## src/rtl/multicycle_ctrl.sv

```systemverilog
// ---------------------------------------------------------------------------
// multicycle_ctrl
//   Moore-style main control FSM for the multicycle MIPS-subset datapath.
//   Sequences fetch / decode / execute / memory / writeback for R-type, LW,
//   SW, BEQ, J and ADDI. Illegal opcodes trap to a one-cycle EXCEPT state.
//   FETCH, MEM_RD and MEM_WR each hold for MEM_LAT cycles using an internal
//   wait counter.
//
// Parameters
//   STATE_W : width of the state register and state_out (>= 4)
//   MEM_LAT : cycles per memory access (1..15)
//
// Ports
//   clk           in   rising-edge clock
//   reset         in   asynchronous, active-high reset
//   opcode        in   IR[31:26], sampled only while in DECODE
//   pc_write      out  unconditional PC load
//   pc_write_cond out  PC load qualified externally by ALU zero
//   i_or_d        out  memory address select (0 = PC, 1 = ALUOut)
//   mem_read      out  memory read strobe
//   mem_write     out  memory write strobe
//   ir_write      out  instruction register load
//   mem_to_reg    out  register write data select (1 = MDR, 0 = ALUOut)
//   reg_dst       out  register destination select (1 = rd, 0 = rt)
//   reg_write     out  register file write enable
//   alu_src_a     out  ALU A select (0 = PC, 1 = A)
//   alu_src_b     out  ALU B select (B, 4, sign-ext imm, shifted imm)
//   alu_op        out  ALU operation (00 add, 01 sub, 10 funct)
//   pc_source     out  PC source (ALU, ALUOut, jump target, exc vector)
//   exc_flag      out  high for the single EXCEPT cycle
//   state_out     out  current state code (debug)
// ---------------------------------------------------------------------------
module multicycle_ctrl #(
    parameter int STATE_W = 7,
    parameter int MEM_LAT = 1
) (
    input  logic               clk,
    input  logic               reset,
    input  logic [5:0]         opcode,
    output logic               pc_write,
    output logic               pc_write_cond,
    output logic               i_or_d,
    output logic               mem_read,
    output logic               mem_write,
    output logic               ir_write,
    output logic               mem_to_reg,
    output logic               reg_dst,
    output logic               reg_write,
    output logic               alu_src_a,
    output logic [1:0]         alu_src_b,
    output logic [1:0]         alu_op,
    output logic [1:0]         pc_source,
    output logic               exc_flag,
    output logic [STATE_W-1:0] state_out
);

    localparam logic [STATE_W-1:0] S_RESET     = STATE_W'(1);
    localparam logic [STATE_W-1:0] S_FETCH     = STATE_W'(2);
    localparam logic [STATE_W-1:0] S_DECODE    = STATE_W'(3);
    localparam logic [STATE_W-1:0] S_MEM_ADDR  = STATE_W'(4);
    localparam logic [STATE_W-1:0] S_MEM_RD    = STATE_W'(5);
    localparam logic [STATE_W-1:0] S_MEM_WB    = STATE_W'(6);
    localparam logic [STATE_W-1:0] S_MEM_WR    = STATE_W'(7);
    localparam logic [STATE_W-1:0] S_R_EXEC    = STATE_W'(8);
    localparam logic [STATE_W-1:0] S_R_WB      = STATE_W'(9);
    localparam logic [STATE_W-1:0] S_BRANCH    = STATE_W'(10);
    localparam logic [STATE_W-1:0] S_JUMP      = STATE_W'(11);
    localparam logic [STATE_W-1:0] S_ADDI_EXEC = STATE_W'(12);
    localparam logic [STATE_W-1:0] S_ADDI_WB   = STATE_W'(13);
    localparam logic [STATE_W-1:0] S_EXCEPT    = STATE_W'(14);

    localparam logic [3:0] CNT_LAST = 4'(MEM_LAT - 1);

    localparam logic [5:0] OP_RTYPE = 6'h00;
    localparam logic [5:0] OP_LW    = 6'h23;
    localparam logic [5:0] OP_SW    = 6'h2B;
    localparam logic [5:0] OP_BEQ   = 6'h04;
    localparam logic [5:0] OP_J     = 6'h02;
    localparam logic [5:0] OP_ADDI  = 6'h08;

    logic [STATE_W-1:0] state_q, state_d;
    logic [3:0]         cnt_q, cnt_d;
    logic               is_load_q, is_load_d;
    logic               cnt_last;

    assign cnt_last = (cnt_q == CNT_LAST);

    always_ff @(posedge clk or posedge reset) begin
        if (reset) begin
            state_q   <= S_RESET;
            cnt_q     <= '0;
            is_load_q <= 1'b0;
        end else begin
            state_q   <= state_d;
            cnt_q     <= cnt_d;
            is_load_q <= is_load_d;
        end
    end

    // The counter defaults to zero so any state change clears it; it only
    // advances while a memory-holding state is still waiting.
    always_comb begin
        state_d   = state_q;
        cnt_d     = '0;
        is_load_d = is_load_q;
        case (state_q)
            S_RESET: state_d = S_FETCH;
            S_FETCH: begin
                if (cnt_last) state_d = S_DECODE;
                else          cnt_d   = cnt_q + 4'd1;
            end
            S_DECODE: begin
                // Latch load-vs-store so MEM_ADDR ignores later opcode changes.
                is_load_d = (opcode == OP_LW);
                case (opcode)
                    OP_RTYPE:    state_d = S_R_EXEC;
                    OP_LW, OP_SW: state_d = S_MEM_ADDR;
                    OP_BEQ:      state_d = S_BRANCH;
                    OP_J:        state_d = S_JUMP;
                    OP_ADDI:     state_d = S_ADDI_EXEC;
                    default:     state_d = S_EXCEPT;
                endcase
            end
            S_MEM_ADDR: state_d = is_load_q ? S_MEM_RD : S_MEM_WR;
            S_MEM_RD: begin
                if (cnt_last) state_d = S_MEM_WB;
                else          cnt_d   = cnt_q + 4'd1;
            end
            S_MEM_WB: state_d = S_FETCH;
            S_MEM_WR: begin
                if (cnt_last) state_d = S_FETCH;
                else          cnt_d   = cnt_q + 4'd1;
            end
            S_R_EXEC:    state_d = S_R_WB;
            S_R_WB:      state_d = S_FETCH;
            S_BRANCH:    state_d = S_FETCH;
            S_JUMP:      state_d = S_FETCH;
            S_ADDI_EXEC: state_d = S_ADDI_WB;
            S_ADDI_WB:   state_d = S_FETCH;
            S_EXCEPT:    state_d = S_FETCH;
            default:     state_d = S_RESET;
        endcase
    end

    always_comb begin
        pc_write      = 1'b0;
        pc_write_cond = 1'b0;
        i_or_d        = 1'b0;
        mem_read      = 1'b0;
        mem_write     = 1'b0;
        ir_write      = 1'b0;
        mem_to_reg    = 1'b0;
        reg_dst       = 1'b0;
        reg_write     = 1'b0;
        alu_src_a     = 1'b0;
        alu_src_b     = 2'b00;
        alu_op        = 2'b00;
        pc_source     = 2'b00;
        exc_flag      = 1'b0;
        case (state_q)
            S_FETCH: begin
                mem_read  = 1'b1;
                alu_src_b = 2'b01;
                // IR and PC are loaded only once the read data is valid.
                ir_write  = cnt_last;
                pc_write  = cnt_last;
            end
            S_DECODE: alu_src_b = 2'b11;
            S_MEM_ADDR: begin
                alu_src_a = 1'b1;
                alu_src_b = 2'b10;
            end
            S_MEM_RD: begin
                mem_read = 1'b1;
                i_or_d   = 1'b1;
            end
            S_MEM_WB: begin
                reg_write  = 1'b1;
                mem_to_reg = 1'b1;
            end
            S_MEM_WR: begin
                mem_write = 1'b1;
                i_or_d    = 1'b1;
            end
            S_R_EXEC: begin
                alu_src_a = 1'b1;
                alu_op    = 2'b10;
            end
            S_R_WB: begin
                reg_write = 1'b1;
                reg_dst   = 1'b1;
            end
            S_BRANCH: begin
                alu_src_a     = 1'b1;
                alu_op        = 2'b01;
                pc_write_cond = 1'b1;
                pc_source     = 2'b01;
            end
            S_JUMP: begin
                pc_write  = 1'b1;
                pc_source = 2'b10;
            end
            S_ADDI_EXEC: begin
                alu_src_a = 1'b1;
                alu_src_b = 2'b10;
            end
            S_ADDI_WB: reg_write = 1'b1;
            S_EXCEPT: begin
                pc_write  = 1'b1;
                pc_source = 2'b11;
                exc_flag  = 1'b1;
            end
            default: ;
        endcase
    end

    assign state_out = state_q;

endmodule

```

## config.mk

```make
export PLATFORM = sky130hd
export DESIGN_NAME = multicycle_ctrl
export DESIGN_NICKNAME = d
export VERILOG_FILES = /design/src/rtl/multicycle_ctrl.sv
export SDC_FILE = /design/constraint.sdc
export NUM_CORES = 1
export LEC_CHECK = 0
export ABC_AREA = 0
export BUFFER_PORTS_ARGS = -buffer_cell sky130_fd_sc_hd__buf_2
export CAP_MARGIN = 20
export CORE_MARGIN = 2
export CORE_UTILIZATION = 47
export DETAILED_ROUTE_END_ITERATION = 7
export PLACE_DENSITY = 0.78
export SYNTH_ARGS = -nofsm -noshare
export SYNTH_HDL_FRONTEND = slang
export SYNTH_SLANG_ARGS = --single-unit
```

## constraint.sdc

```tcl
create_clock -name clk -period 2.1 [get_ports clk]
set_input_delay 0.21 -clock clk [delete_from_list [all_inputs] [get_ports clk]]
set_output_delay 0.21 -clock clk [all_outputs]
set_load 0.01 [all_outputs]
```

==> results.py <==
metrics = {
    "layout": {
        "nFillCells": 138,
        "area_growth_syn_to_layout_pct": 18.75,
        "nets": 140,
        "final_layout_size_suffix_gt1_frac": 0.3333,
        "antennaDiodeCount": 0,
    },
    "clock_network": {
        "clockBufferDepth": 2,
        "holdBufCountCts": 1,
        "htreeDepth": 1,
        "cts_made_buffers": 3,
        "cts_resized": 0,
        "cts_tree": "done",
        "clock-sinks": 9,
        "cts.reportedPaths.clkPinSlew_ns": 0.05,
        "cts-root-buf": "clkbuf_4",
        "clkLatencyLatePin_ns": 0.26,
        "postCtsSetupRepairBufs": 0,
    },
    "die": {
        "core_sq_mm": 0.001559,
        "die_w_microns": 45.28,
        "die_area_sq_mm": 0.002050,
        "io_pins": 32,
        "rows": 14,
        "die_y_microns": 45.28,
        "initial_utilization": 0.5136,
    },
    "setup_path": {
        "critical_path_class": "reg2out",
        "cp.arrival_ns": 1.76,
        "cp_max_fo": 4,
        "start_kind": "flip-flop",
        "end_kind": "output pin",
        "critPathRequiredTime_ns": 1.89,
    },
    "drt": {
        "routed_wl_mm": 1.717,
        "ant_nets": 0,
        "wl_per_cell_microns": 11.84,
        "drc_errors": 0,
        "drt-initial-drc-count": 17,
        "vias": 800,
        "viasPerCell": 5.517,
        "first_pass_iters": 4,
    },
    "sta": {
        "hold_violations": 0,
        "hold_slack_ns": 0.3153,
        "min_period_over_period": 0.9385,
        "fmax_ghz": 0.5074,
        "rsz0062_at_grt": "no",
        "fin_setup_tns_ns": 0,
        "skew_ns": 0.008258,
        "period_needed_ns": 1.971,
        "slew_viol_final": 0,
        "setup_viol": 0,
    },
    "synth": {
        "synth_seq_cells": 9,
        "yosys_warnings": 0,
        "async_reset_ff_frac": 1.000,
        "ys.flop_type": "dfrtp_1",
        "synth.most_common_cell": "nor2_1",
        "avgSynthCellArea_sq_um": 8.008,
        "ys_top_cells_by_count": "nor2_1 (14), dfrtp_1 (8), buf_4 (7), nand2_1 (7), inv_1 (6)",
        "syn_area_sq_um": 800.8,
        "synth_edf_count": 0,
        "yosys.area.top_type": "dfrtp_1",
        "synth_top_area_share": 0.2500,
        "ys_types": 40,
        "yosysSeqAreaShare": 0.2828,
        "syn_inst": 100,
        "synth_area_leaders": "dfrtp_1 (25%), buf_4 (6.6%), nor2_1 (6.6%), dfstp_2 (3.3%), nand2_1 (3.3%)",
    },
    "flow_run": {
        "maxCapViolCount": 0,
    },
    "power_and_ir_drop": {
        "p_leak_nw": 0.4910,
        "p_per_area_mw_per_mm2": 1245,
        "peakVddDrop_uv": 682.7,
    },
    "global_route": {
        "grt_util_all_layers": 0.1869,
        "antenna_found_initial": 0,
        "grt_max_degree": 21,
        "globalRouteOverflowTotal": 0,
        "grt_pass1_wl_mm": 2.822,
        "grt_pass1_vias": 692,
    },
    "hold_path": {
        "hold_path.class": "in2reg",
    },
    "run_status": {
        "outcome": "completed",
    },
    "placement": {
        "hpwl_mm": 1.368,
        "place_congestion": 0.8124,
        "portBuffers": 28,
    },
}
[layout make-up]
type	instances	area (sq um)	share of cell area
Timing Repair Buffer	34	187.7	0.1974
Sequential cell	9	226.5	0.2382
Clock buffer	4	26.28	0.02763
Tap cell	16	20.02	0.02105
Multi-Input combinational cell	76	467.9	0.4921
Inverter	6	22.52	0.02368
[layout by cell type, fill, tap and decap left out, drive strengths merged, types with 5 or more instances in the layout]
cell type  netlist  final
buf              9     33
nor2            15     15
dfrtp            8      8
o21ai            8      8
nand2            7      7
inv              6      6
nor3             5      5
[metrics by stage]
stage | util | cells | power (mW) | worst slack, ns | area (sq um)
after floorplan | - | 102 | 0.8607 | 0.4387 | 808.3
after global placement | 0.5867 | 140 | 1.045 | 0.4560 | 914.6
after detailed placement | 0.5867 | 140 | 1.059 | 0.3854 | 914.6
after CTS | 0.6100 | 145 | 1.189 | 0.1054 | 950.9
after global routing | 0.6100 | 145 | 1.282 | 0.02923 | 950.9
final | 0.6100 | 145 | 1.184 | 0.1291 | 950.9
[state kept, by name, indices dropped and copies added, names as in the netlist]
register,cells
is_load_q,1
cnt_q,4
state_out,4
[layer usage]
layer  track usage  vias up  wire (microns)
met5             0        -               0
met4       0.08235        0              31
met3       0.04400        5             107
met2        0.3143       35             834
met1        0.2256      364             744
li1              -      396               -
[power by group]
part	total [mW]	switching [mW]	internal, mW
clock network	0.128	0.0551	0.0729
registers	0.292	0.0740	0.218
logic	0.764	0.431	0.333
[cells by family after synthesis]
family | Yosys count | synth area share
mux | 1 | 0.01406
xor+xnor | 3 | 0.03282
fa+ha+maj | 2 | 0.03125
flops | 9 | 0.2828
compound gates | 19 | 0.1672
other cells | 1 | 0.004683
simple gates | 48 | 0.3250
buf+inv | 17 | 0.1422
[final timing paths]
kind / cells after the start / from / endpoint / slack (ns)
worst max-delay path: 6 / cnt_q[0] / pc_write / 0.13
worst min-delay path: 3 / opcode[3] / is_load_q / 0.32
worst max register to register: 4 / state_out[0] / state_out[1] / 0.43
worst min register to register: 1 / cnt_q[0] / cnt_q[0] / 0.50
max in group asynchronous: 3 / reset / state_out[0] / 1.36
min in group asynchronous: 3 / reset / state_out[1] / 0.45
[critical path: stages, from the launching register on]
cell,delay [ns]
dfrtp_1,0.41
inv_1,0.07
ha_1,0.15
or3b_1,0.42
nor4_2,0.19
or2_1,0.15
buf_2,0.12
Power figures use the tool's default switching activity.
